==> src/rtl/gcm_seq_pkg.sv <==
// rtl/gcm_seq_pkg.sv - shared types and helpers for the GCM host sequencer
// Contents: state_t (sequencer states), BLK_BYTES, len_block(), tail_mask().
package gcm_seq_pkg;

  typedef enum logic [2:0] {
    S_IDLE,
    S_START,
    S_WAIT_HK,
    S_AAD,
    S_DATA,
    S_LEN,
    S_WAIT_TAG,
    S_DONE
  } state_t;

  localparam int BLK_BYTES = 16;

  // len(A) || len(C) block: byte counts turned into 64-bit bit counts.
  function automatic logic [127:0] len_block(input logic [60:0] aad_len, input logic [60:0] pt_len);
    return {aad_len, 3'b000, pt_len, 3'b000};
  endfunction

  // Keeps the first nbytes bytes (MSB byte first); 0 means a full block.
  function automatic logic [127:0] tail_mask(input logic [3:0] nbytes);
    if (nbytes == 4'd0) return '1;
    return ~({128{1'b1}} >> {nbytes, 3'b000});
  endfunction

endpackage

==> src/rtl/gcm_host_sequencer_if.sv <==
// rtl/gcm_host_sequencer_if.sv - host command/stream, core and status signals of the sequencer
// Modports: master = sequencer side, slave = host/core environment side.
interface gcm_host_sequencer_if #(parameter int LEN_W = 16);
  // host command
  logic             iCmd_valid, oCmd_ready, iCmd_encdec, iCmd_keylen;
  logic [255:0]     iCmd_key;
  logic [95:0]      iCmd_iv;
  logic [LEN_W-1:0] iCmd_aad_len, iCmd_pt_len;
  logic [127:0]     iCmd_tag;
  // host word stream
  logic [127:0]     iIn_data;
  logic             iIn_valid, oIn_ready;
  // core control and data
  logic             oInit, oEncdec, oOpMode, oKey_valid, oIV_valid, oKeylen;
  logic [255:0]     oKey;
  logic [95:0]      oIV;
  logic [127:0]     oAad, oBlock, oTag;
  logic             oAad_valid, oAad_last, oBlock_valid, oBlock_last, oTag_valid;
  // core results
  logic             iCore_ready, iResult_valid, iTag_valid, iAuthentic;
  logic [127:0]     iResult, iTag;
  // host results and status
  logic [127:0]     oOut_data, oTag_out;
  logic             oOut_valid, oOut_last, oDone, oAuth, oErr;

  modport master (
    input  iCmd_valid, iCmd_encdec, iCmd_keylen, iCmd_key, iCmd_iv, iCmd_aad_len, iCmd_pt_len,
           iCmd_tag, iIn_data, iIn_valid, iCore_ready, iResult, iResult_valid, iTag, iTag_valid,
           iAuthentic,
    output oCmd_ready, oIn_ready, oInit, oEncdec, oOpMode, oKey_valid, oIV_valid, oKeylen, oKey,
           oIV, oAad, oAad_valid, oAad_last, oBlock, oBlock_valid, oBlock_last, oTag, oTag_valid,
           oOut_data, oOut_valid, oOut_last, oDone, oTag_out, oAuth, oErr
  );

  modport slave (
    output iCmd_valid, iCmd_encdec, iCmd_keylen, iCmd_key, iCmd_iv, iCmd_aad_len, iCmd_pt_len,
           iCmd_tag, iIn_data, iIn_valid, iCore_ready, iResult, iResult_valid, iTag, iTag_valid,
           iAuthentic,
    input  oCmd_ready, oIn_ready, oInit, oEncdec, oOpMode, oKey_valid, oIV_valid, oKeylen, oKey,
           oIV, oAad, oAad_valid, oAad_last, oBlock, oBlock_valid, oBlock_last, oTag, oTag_valid,
           oOut_data, oOut_valid, oOut_last, oDone, oTag_out, oAuth, oErr
  );
endinterface

==> src/rtl/gcm_tail_mask.sv <==
// rtl/gcm_tail_mask.sv - combinational 128-bit byte mask for a partial last block
// Ports: nbytes (valid bytes in block, 0 = full) -> mask (1s over kept bytes, MSB byte first).
module gcm_tail_mask
  import gcm_seq_pkg::*;
(
  input  logic [3:0]   nbytes,
  output logic [127:0] mask
);
  assign mask = tail_mask(nbytes);
endmodule

==> src/rtl/gcm_host_sequencer.sv <==
// rtl/gcm_host_sequencer.sv - drives an aes_gcm core through one GCM message for a host
// Ports: iClk, iRstn (sync active-low), bus (gcm_host_sequencer_if.master: command, word stream,
//        core control/data, core results, host results/status).
// Build option: GCM_SEQ_TIMEOUT_EN enables the TIMEOUT-cycle watchdog; otherwise oErr is tied 0.
module gcm_host_sequencer
  import gcm_seq_pkg::*;
#(
  parameter int LEN_W   = 16,
  parameter int TIMEOUT = 1024
) (
  input  logic                 iClk,
  input  logic                 iRstn,
  gcm_host_sequencer_if.master bus
);
  localparam int CW = LEN_W - 3;

  function automatic logic [CW-1:0] blocks(input logic [LEN_W-1:0] n);
    logic [LEN_W:0] t;
    t = {1'b0, n} + (LEN_W+1)'(BLK_BYTES - 1);
    return t[LEN_W:4];
  endfunction

  state_t           state, state_n;
  logic             encdec_q, keylen_q, armed, ready_q, rise;
  logic [255:0]     key_q;
  logic [95:0]      iv_q;
  logic [LEN_W-1:0] aad_len_q, pt_len_q;
  logic [127:0]     ctag_q, aad_q, blk_q, tag_out_q;
  logic [CW-1:0]    na_q, nc_q, a_cnt, c_cnt, r_cnt;
  logic             aad_valid_q, aad_last_q, blk_valid_q, blk_last_q, done_q, auth_q, err_q;
  logic             in_ready, aad_issue, blk_issue, empty_issue, len_issue, res_take, issue_any;
  logic             in_last, out_last, timeout;
  logic [3:0]       in_nbytes, out_nbytes;
  logic [127:0]     in_mask, out_mask;

  assign rise      = bus.iCore_ready & ~ready_q;
  assign issue_any = aad_issue | blk_issue | empty_issue | len_issue;
  assign in_last   = (state == S_AAD) ? (a_cnt == na_q - CW'(1)) : (c_cnt == nc_q - CW'(1));
  assign out_last  = (r_cnt == nc_q - CW'(1));
  assign in_nbytes  = !in_last ? 4'd0 : ((state == S_AAD) ? aad_len_q[3:0] : pt_len_q[3:0]);
  assign out_nbytes = out_last ? pt_len_q[3:0] : 4'd0;

  gcm_tail_mask u_in_mask  (.nbytes(in_nbytes),  .mask(in_mask));
  gcm_tail_mask u_out_mask (.nbytes(out_nbytes), .mask(out_mask));

`ifdef GCM_SEQ_TIMEOUT_EN
  localparam int TW = $clog2(TIMEOUT + 1);
  logic [TW-1:0] idle_cnt;
  logic          in_window, activity;
  assign in_window = state inside {S_WAIT_HK, S_AAD, S_DATA, S_LEN, S_WAIT_TAG};
  // Any ready edge or result/tag strobe counts as the core making progress.
  assign activity  = (bus.iCore_ready != ready_q) | bus.iResult_valid | bus.iTag_valid;
  assign timeout   = in_window && !activity && (idle_cnt == TW'(TIMEOUT - 1));
  always_ff @(posedge iClk) begin
    if (!iRstn || !in_window || activity) idle_cnt <= '0;
    else                                  idle_cnt <= idle_cnt + TW'(1);
  end
`else
  logic unused_timeout;
  assign unused_timeout = (TIMEOUT != 0);
  assign timeout        = 1'b0;
`endif

  always_comb begin
    state_n     = state;
    in_ready    = 1'b0;
    aad_issue   = 1'b0;
    blk_issue   = 1'b0;
    empty_issue = 1'b0;
    len_issue   = 1'b0;
    res_take    = 1'b0;
    case (state)
      S_IDLE:    if (bus.iCmd_valid) state_n = S_START;
      S_START:   state_n = S_WAIT_HK;
      S_WAIT_HK: if (rise) state_n = (na_q != '0) ? S_AAD : S_DATA;
      S_AAD: begin
        in_ready  = armed && (a_cnt < na_q);
        aad_issue = in_ready && bus.iIn_valid;
        if (aad_issue && in_last) state_n = S_DATA;
      end
      S_DATA: begin
        if (nc_q == '0) begin
          // Empty payload: a bare last strobe tells the core there is no data.
          empty_issue = armed;
          if (armed) state_n = S_LEN;
        end else begin
          in_ready  = armed && (c_cnt < nc_q);
          blk_issue = in_ready && bus.iIn_valid;
          res_take  = bus.iResult_valid && (r_cnt < nc_q);
          if (res_take && out_last) state_n = S_LEN;
        end
      end
      S_LEN: begin
        len_issue = armed;
        if (armed) state_n = S_WAIT_TAG;
      end
      S_WAIT_TAG: if (bus.iTag_valid) state_n = S_DONE;
      S_DONE:     state_n = S_IDLE;
      default:    state_n = S_IDLE;
    endcase
    if (timeout) state_n = S_IDLE;
  end

  always_ff @(posedge iClk) begin
    if (!iRstn) begin
      state <= S_IDLE;
      {encdec_q, keylen_q, armed, ready_q} <= '0;
      {key_q, iv_q, aad_len_q, pt_len_q, ctag_q} <= '0;
      {na_q, nc_q, a_cnt, c_cnt, r_cnt} <= '0;
      {aad_q, blk_q, tag_out_q} <= '0;
      {aad_valid_q, aad_last_q, blk_valid_q, blk_last_q, done_q, auth_q, err_q} <= '0;
    end else begin
      state       <= state_n;
      ready_q     <= bus.iCore_ready;
      aad_valid_q <= 1'b0;
      aad_last_q  <= 1'b0;
      blk_valid_q <= 1'b0;
      blk_last_q  <= 1'b0;
      done_q      <= (state_n == S_DONE) | timeout;
      if (timeout) err_q <= 1'b0 | 1'b1;
      if (state inside {S_WAIT_HK, S_AAD, S_DATA, S_LEN}) armed <= (armed & ~issue_any) | rise;
      else                                                armed <= 1'b0;
      if (state == S_IDLE && bus.iCmd_valid) begin
        encdec_q  <= bus.iCmd_encdec;
        keylen_q  <= bus.iCmd_keylen;
        key_q     <= bus.iCmd_key;
        iv_q      <= bus.iCmd_iv;
        aad_len_q <= bus.iCmd_aad_len;
        pt_len_q  <= bus.iCmd_pt_len;
        ctag_q    <= bus.iCmd_tag;
        na_q      <= blocks(bus.iCmd_aad_len);
        nc_q      <= blocks(bus.iCmd_pt_len);
        {a_cnt, c_cnt, r_cnt} <= '0;
        {aad_q, blk_q, tag_out_q} <= '0;
        {auth_q, err_q} <= '0;
      end
      if (aad_issue) begin
        aad_q       <= bus.iIn_data & in_mask;
        aad_valid_q <= 1'b1;
        aad_last_q  <= in_last;
        a_cnt       <= a_cnt + CW'(1);
      end
      if (blk_issue) begin
        blk_q       <= bus.iIn_data & in_mask;
        blk_valid_q <= 1'b1;
        blk_last_q  <= in_last;
        c_cnt       <= c_cnt + CW'(1);
      end
      if (empty_issue) blk_last_q <= 1'b1;
      if (res_take)    r_cnt <= r_cnt + CW'(1);
      // The length block stays on oAad from LEN entry until the tag arrives.
      if (state == S_DATA && state_n == S_LEN) aad_q <= len_block(61'(aad_len_q), 61'(pt_len_q));
      if (len_issue) aad_valid_q <= 1'b1;
      if (state == S_WAIT_TAG && bus.iTag_valid) begin
        tag_out_q <= bus.iTag;
        auth_q    <= bus.iAuthentic & ~encdec_q;
      end
    end
  end

  assign bus.oCmd_ready   = (state == S_IDLE);
  assign bus.oIn_ready    = in_ready;
  assign bus.oInit        = state inside {S_START, S_WAIT_HK, S_AAD, S_DATA, S_LEN, S_WAIT_TAG};
  assign bus.oKey_valid   = (state == S_START);
  assign bus.oIV_valid    = (state == S_START);
  assign bus.oTag_valid   = (state == S_START);
  assign bus.oOpMode      = 1'b0;
  assign bus.oEncdec      = encdec_q;
  assign bus.oKeylen      = keylen_q;
  assign bus.oKey         = key_q;
  assign bus.oIV          = iv_q;
  assign bus.oTag         = ctag_q;
  assign bus.oAad         = aad_q;
  assign bus.oAad_valid   = aad_valid_q;
  assign bus.oAad_last    = aad_last_q;
  assign bus.oBlock       = blk_q;
  assign bus.oBlock_valid = blk_valid_q;
  assign bus.oBlock_last  = blk_last_q;
  assign bus.oOut_valid   = res_take;
  assign bus.oOut_last    = res_take & out_last;
  assign bus.oOut_data    = res_take ? (bus.iResult & out_mask) : '0;
  assign bus.oDone        = done_q;
  assign bus.oTag_out     = tag_out_q;
  assign bus.oAuth        = auth_q;
  assign bus.oErr         = err_q;
endmodule

==> src/flat_wrapper.sv <==
// flat-port wrapper written by rule: the top's interface ports become plain ports
module gcm_host_sequencer_flat import gcm_seq_pkg::*;
#(
  parameter int LEN_W   = 16,
  parameter int TIMEOUT = 1024
)
  (iClk, iRstn, bus_iCmd_valid, bus_iCmd_encdec, bus_iCmd_keylen, bus_iCmd_key, bus_iCmd_iv, bus_iCmd_aad_len, bus_iCmd_pt_len, bus_iCmd_tag, bus_iIn_data, bus_iIn_valid, bus_iCore_ready, bus_iResult, bus_iResult_valid, bus_iTag, bus_iTag_valid, bus_iAuthentic, bus_oCmd_ready, bus_oIn_ready, bus_oInit, bus_oEncdec, bus_oOpMode, bus_oKey_valid, bus_oIV_valid, bus_oKeylen, bus_oKey, bus_oIV, bus_oAad, bus_oAad_valid, bus_oAad_last, bus_oBlock, bus_oBlock_valid, bus_oBlock_last, bus_oTag, bus_oTag_valid, bus_oOut_data, bus_oOut_valid, bus_oOut_last, bus_oDone, bus_oTag_out, bus_oAuth, bus_oErr);
  gcm_host_sequencer_if #(.LEN_W(LEN_W)) bus_i ();
  input  logic iClk;
  input  logic iRstn;
  input wire logic [$bits(bus_i.iCmd_valid)-1:0] bus_iCmd_valid;
  input wire logic [$bits(bus_i.iCmd_encdec)-1:0] bus_iCmd_encdec;
  input wire logic [$bits(bus_i.iCmd_keylen)-1:0] bus_iCmd_keylen;
  input wire logic [$bits(bus_i.iCmd_key)-1:0] bus_iCmd_key;
  input wire logic [$bits(bus_i.iCmd_iv)-1:0] bus_iCmd_iv;
  input wire logic [$bits(bus_i.iCmd_aad_len)-1:0] bus_iCmd_aad_len;
  input wire logic [$bits(bus_i.iCmd_pt_len)-1:0] bus_iCmd_pt_len;
  input wire logic [$bits(bus_i.iCmd_tag)-1:0] bus_iCmd_tag;
  input wire logic [$bits(bus_i.iIn_data)-1:0] bus_iIn_data;
  input wire logic [$bits(bus_i.iIn_valid)-1:0] bus_iIn_valid;
  input wire logic [$bits(bus_i.iCore_ready)-1:0] bus_iCore_ready;
  input wire logic [$bits(bus_i.iResult)-1:0] bus_iResult;
  input wire logic [$bits(bus_i.iResult_valid)-1:0] bus_iResult_valid;
  input wire logic [$bits(bus_i.iTag)-1:0] bus_iTag;
  input wire logic [$bits(bus_i.iTag_valid)-1:0] bus_iTag_valid;
  input wire logic [$bits(bus_i.iAuthentic)-1:0] bus_iAuthentic;
  output wire logic [$bits(bus_i.oCmd_ready)-1:0] bus_oCmd_ready;
  output wire logic [$bits(bus_i.oIn_ready)-1:0] bus_oIn_ready;
  output wire logic [$bits(bus_i.oInit)-1:0] bus_oInit;
  output wire logic [$bits(bus_i.oEncdec)-1:0] bus_oEncdec;
  output wire logic [$bits(bus_i.oOpMode)-1:0] bus_oOpMode;
  output wire logic [$bits(bus_i.oKey_valid)-1:0] bus_oKey_valid;
  output wire logic [$bits(bus_i.oIV_valid)-1:0] bus_oIV_valid;
  output wire logic [$bits(bus_i.oKeylen)-1:0] bus_oKeylen;
  output wire logic [$bits(bus_i.oKey)-1:0] bus_oKey;
  output wire logic [$bits(bus_i.oIV)-1:0] bus_oIV;
  output wire logic [$bits(bus_i.oAad)-1:0] bus_oAad;
  output wire logic [$bits(bus_i.oAad_valid)-1:0] bus_oAad_valid;
  output wire logic [$bits(bus_i.oAad_last)-1:0] bus_oAad_last;
  output wire logic [$bits(bus_i.oBlock)-1:0] bus_oBlock;
  output wire logic [$bits(bus_i.oBlock_valid)-1:0] bus_oBlock_valid;
  output wire logic [$bits(bus_i.oBlock_last)-1:0] bus_oBlock_last;
  output wire logic [$bits(bus_i.oTag)-1:0] bus_oTag;
  output wire logic [$bits(bus_i.oTag_valid)-1:0] bus_oTag_valid;
  output wire logic [$bits(bus_i.oOut_data)-1:0] bus_oOut_data;
  output wire logic [$bits(bus_i.oOut_valid)-1:0] bus_oOut_valid;
  output wire logic [$bits(bus_i.oOut_last)-1:0] bus_oOut_last;
  output wire logic [$bits(bus_i.oDone)-1:0] bus_oDone;
  output wire logic [$bits(bus_i.oTag_out)-1:0] bus_oTag_out;
  output wire logic [$bits(bus_i.oAuth)-1:0] bus_oAuth;
  output wire logic [$bits(bus_i.oErr)-1:0] bus_oErr;
  assign bus_i.iCmd_valid = bus_iCmd_valid;
  assign bus_i.iCmd_encdec = bus_iCmd_encdec;
  assign bus_i.iCmd_keylen = bus_iCmd_keylen;
  assign bus_i.iCmd_key = bus_iCmd_key;
  assign bus_i.iCmd_iv = bus_iCmd_iv;
  assign bus_i.iCmd_aad_len = bus_iCmd_aad_len;
  assign bus_i.iCmd_pt_len = bus_iCmd_pt_len;
  assign bus_i.iCmd_tag = bus_iCmd_tag;
  assign bus_i.iIn_data = bus_iIn_data;
  assign bus_i.iIn_valid = bus_iIn_valid;
  assign bus_i.iCore_ready = bus_iCore_ready;
  assign bus_i.iResult = bus_iResult;
  assign bus_i.iResult_valid = bus_iResult_valid;
  assign bus_i.iTag = bus_iTag;
  assign bus_i.iTag_valid = bus_iTag_valid;
  assign bus_i.iAuthentic = bus_iAuthentic;
  assign bus_oCmd_ready = bus_i.oCmd_ready;
  assign bus_oIn_ready = bus_i.oIn_ready;
  assign bus_oInit = bus_i.oInit;
  assign bus_oEncdec = bus_i.oEncdec;
  assign bus_oOpMode = bus_i.oOpMode;
  assign bus_oKey_valid = bus_i.oKey_valid;
  assign bus_oIV_valid = bus_i.oIV_valid;
  assign bus_oKeylen = bus_i.oKeylen;
  assign bus_oKey = bus_i.oKey;
  assign bus_oIV = bus_i.oIV;
  assign bus_oAad = bus_i.oAad;
  assign bus_oAad_valid = bus_i.oAad_valid;
  assign bus_oAad_last = bus_i.oAad_last;
  assign bus_oBlock = bus_i.oBlock;
  assign bus_oBlock_valid = bus_i.oBlock_valid;
  assign bus_oBlock_last = bus_i.oBlock_last;
  assign bus_oTag = bus_i.oTag;
  assign bus_oTag_valid = bus_i.oTag_valid;
  assign bus_oOut_data = bus_i.oOut_data;
  assign bus_oOut_valid = bus_i.oOut_valid;
  assign bus_oOut_last = bus_i.oOut_last;
  assign bus_oDone = bus_i.oDone;
  assign bus_oTag_out = bus_i.oTag_out;
  assign bus_oAuth = bus_i.oAuth;
  assign bus_oErr = bus_i.oErr;
  gcm_host_sequencer #(.LEN_W(LEN_W), .TIMEOUT(TIMEOUT)) u_core (.iClk(iClk), .iRstn(iRstn), .bus(bus_i));
endmodule
==> config.mk <==
export PLATFORM = sky130hd
export DESIGN_NAME = gcm_host_sequencer_flat
export DESIGN_NICKNAME = d
export VERILOG_FILES = /design/src/rtl/gcm_seq_pkg.sv /design/src/rtl/gcm_host_sequencer_if.sv /design/src/rtl/gcm_tail_mask.sv /design/src/rtl/gcm_host_sequencer.sv /design/src/flat_wrapper.sv
export SDC_FILE = /design/constraint.sdc
export NUM_CORES = 2
export LEC_CHECK = 0
export CAP_MARGIN = 10
export CORE_AREA = 3 3 747 749
export DETAILED_ROUTE_END_ITERATION = 10
export DIE_AREA = 0 0 750 752
export SETUP_SLACK_MARGIN = 0.05
export SYNTH_ARGS = -nofsm -noshare
export SYNTH_HDL_FRONTEND = slang
export SYNTH_SLANG_ARGS = --single-unit
==> constraint.sdc <==
create_clock -name iClk -period 4.4 [get_ports iClk]
set_input_delay 1.1 -clock iClk [delete_from_list [all_inputs] [get_ports iClk]]
set_output_delay 1.1 -clock iClk [all_outputs]
set_load 0.02 [all_outputs]
==> results.md <==
- GRT Residual Overflow: 0
- Vias: roughly 45000
- Status: finished with violations
- Placed Cells: between 10000 and 15000
- Total CTS buffers: around 140
- DRC Markers: 0
- Later-pin clock latency in the skew report: 0.89 ns
- Share of cells above drive strength 1: between 10 and 15%
- Initial Util: roughly 6.9%
- Final #Nets: 7469
- WL final: 448000 µm
- Largest family of logic cells by synthesized area: simple AND/OR/NAND/NOR gates
- Tightest Hold Check Type: reg -> reg
- Largest net degree at the start of global routing: approximately 140
- GP Congestion: 1.04
- Worst Setup End Kind: primary output
- CP max FO: 6
- Area of the core: 552000 µm²
- Clock buffer depth: 4
- CP Class: reg -> out
- Top FF cell, synth: dfxtp_1
- Clock skew: 0.0579 ns
- Most used cell, CP: or4_4
- Unique masters post-synth: 76
- Die ar.: about 560000 µm²
- Final Hold Vio Count: 0
- # fillers: roughly 63000
- Row count: 273
- Failing checks: setup timing
- Fraction of registers with async set/reset: 0%
- Total GRT Usage: approximately 15%
- Worst Tran Pin Value: ~1.1 ns
- Final std cells w/o fill: ~14000
- Post-synth EDFFs: 0
- Final setup vio count: 130
- Worst setup margin: -0.957 ns
- RSZ-0062 raised after global routing: yes
- Critical path buffers and inverters: 4
- First-pass GRT wire length: ~540000 µm
- DR pass1 iterations: 6
- Worst hold slack: 0.450 ns
- Post-synth top area cell: dfxtp_1
- Sink Count: slightly below 1000
- Critical Path RT: between 3 and 4 ns
- Register area share after synthesis: between 50% and 60%
- Routed Antenna Nets: 0
- Maximum clock rate: 187 MHz
- Setup TNS: -109.92 ns
- Synth Register Bits: ~1000
- Via density: approximately 3.2
- Syn-to-layout area delta: 92.5%
- Max-cap violations: 0
- Final Max Slew Viols: 0
- Htree depth: 4
- Crit-path slowest cell: or4_4
- Ys Warns: 0
- CTS root buf: clkbuf_16
- DR iter-0 viols: slightly above 4000
- Dpl ws: -0.651 ns
- Post-DR wirelength/cell: 32.1 µm
- Area contributors post-synth: dfxtp_1 (51%), nand2_1 (12%), a21oi_1 (9.7%)
- Post-Syn Instances: 4589
- Final Cycle Share: 122%
- Power Density: approximately 500 nW/µm²
- Hold bufs inserted after CTS: 0
- Top cell type's share of synthesized area: between 50 and 60%
- Buffers on Ports: 1913
- Slew margin rel.: between 20% and 30%
- Adder-Cell Fraction of Synth Area: between 1.5 and 2%
- I/O pins: around 1900
- Syn_area_per_cell: 8.27 µm²
- HPWL after DPL: 387000 µm
- Startpoint types: flop
- Initial antenna violation count: a little under 200
- Post-Syn Area: between 30000 and 40000 µm²
- P_leak: ~24 nW
- Worst-path clk slew: roughly 0.05 ns
- Family with the most delay on the worst path: simple AND/OR/NAND/NOR gates
- Compound-cell area share of the yosys netlist: roughly a fifth
- Mux cell area share after synthesis: less than 1%
- Die Y: 752 µm
- Fin crit period: approximately 5.4 ns
- VDD IR max: 0.413 mV
- Number of global-route vias before repair: around 43000
- CTS tree: built
- CP arrival: around 4.3 ns
- Chip width: roughly 750 µm
- Post-Synth XOR/XNOR Area: under 10%
- Simple-Gate Fraction of Synth Area: between 20 and 25%
- Crit-path max cell delay: around 0.64 ns
- Crit path cell chain: buf_6, or4_4, buf_6, nor2_4, o22ai_1, or4_4, or4_4, a21oi_4, a21oi_2, buf_4, and2_1, buf_4
## routing by layer
layer,track usage [%],up-vias,share of wire [%]
met2,23.1,2687,43
met5,0,-,0.15
met1,14.8,21500,33
met4,9.22,96,7.1
met3,10.4,690,16
li1,-,19700,-
## cell type report
cell class / instances / area, µm² / area share [%]
Timing Repair Buffer: 2144 / 21700 / 29.7
Sequential cell: 974 / 19500 / 26.7
Multi-Input combinational cell: 3209 / 17600 / 24.1
Tap cell: 7287 / 9120 / 12.5
Clock buffer: 192 / 4100 / 5.62
Clock inverter: 50 / 697 / 0.954
Inverter: 46 / 184 / 0.252
Antenna cell: 70 / 175 / 0.240
## power by group
part           internal (mW)  leakage [nW]  total, mW  switching [mW]
combinational           4.77          14.1       14.2            9.44
sequential              9.96          7.92       10.8           0.818
clock                   7.27          2.35       12.3            5.07
## cells by family after synthesis
kind of cell / after synthesis
multiplexers: 9
AO/OA/AOI/OAI: 1178
adder cells (fa/ha/maj): 47
AND/OR/NAND/NOR: 1903
buffers and inverters: 407
flip-flops: 974
other: 1
XOR/XNOR: 70
## repair_timing
| item | in CTS | in global routing |
|---|---|---|
| pin swaps | 39 | 23 |
| gates cloned | 1 | 0 |
| resized for setup | 297 | 46 |
| buffers inserted | 26 | 6 |
| setup endpoints to repair | 131 | 131 |
## through the flow
stage	power, mW	cell area [µm²]	utilization (%)
CTS	38.0	72700	13.2
global route	39.1	73000	13.2
floorplan	16.2	38200	-
global placement	25.0	66900	12.1
finish	37.3	73100	13.2
detailed placement	25.0	66900	12.1
## registers in the layout (all words and copies together), names as in the netlist, 3 cells and up
register / cells
u_core.bus.oIV: 96
u_core.state: 3
u_core.bus.oBlock: 128
u_core.a_cnt: 13
u_core.nc_q: 13
u_core.na_q: 13
u_core.r_cnt: 13
u_core.bus.oKey: 256
u_core.c_cnt: 13
u_core.bus.oTag_out: 128
u_core.bus.oAad: 128
u_core.aad_len_q: 16
u_core.pt_len_q: 16
u_core.bus.oTag: 128
## worst reg2reg max path: stages (launching register included)
cell,delay (ns)
dfxtp_2,0.33
buf_6,0.12
or4_4,0.55
buf_6,0.15
nor2_4,0.08
o22ai_1,0.07
or4_4,0.54
or4_4,0.64
o21a_1,0.44
o21ai_4,0.40
buf_12,0.27
nor2_1,0.16
## Yosys cell counts (30+ instances only)
library cell	n
clkbuf_1	328
nand3b_1	30
and2_1	143
inv_1	44
a22o_1	130
a32oi_1	108
nor2_1	162
ha_1	47
a21oi_1	733
o21ai_0	45
nand3_1	178
nor3_1	58
dfxtp_1	974
xnor2_1	40
nand2_1	1211
a211oi_1	35
## cell usage in the layout (no fill, tap or decap), drive strengths merged, types with 30 or more instances in the layout
cell type	n
dfxtp	974
diode	70
a21oi	733
o21ai	54
xnor2	40
and2	143
clkbuf	192
a211oi	40
nand3	178
nor2	162
buf	370
nor3	59
a22o	130
inv	53
clkdlybuf4s50	1774
ha	47
nand3b	30
nand2	1211
a32oi	108
## path summary, 6_finish.rpt
path                              from                   end  slack [ns]  cells past startpoint
setup / recovery        u_core.nc_q[1]     bus_oOut_data[21]       -0.96                     12
setup reg to reg        u_core.nc_q[1]  u_core.bus.oAad[125]        0.54                     11
hold reg to reg   u_core.bus.oKey[195]  u_core.bus.oKey[195]        0.45                      2
hold / removal    u_core.bus.oKey[195]  u_core.bus.oKey[195]        0.45                      2
(Power assumes the default switching activity.)
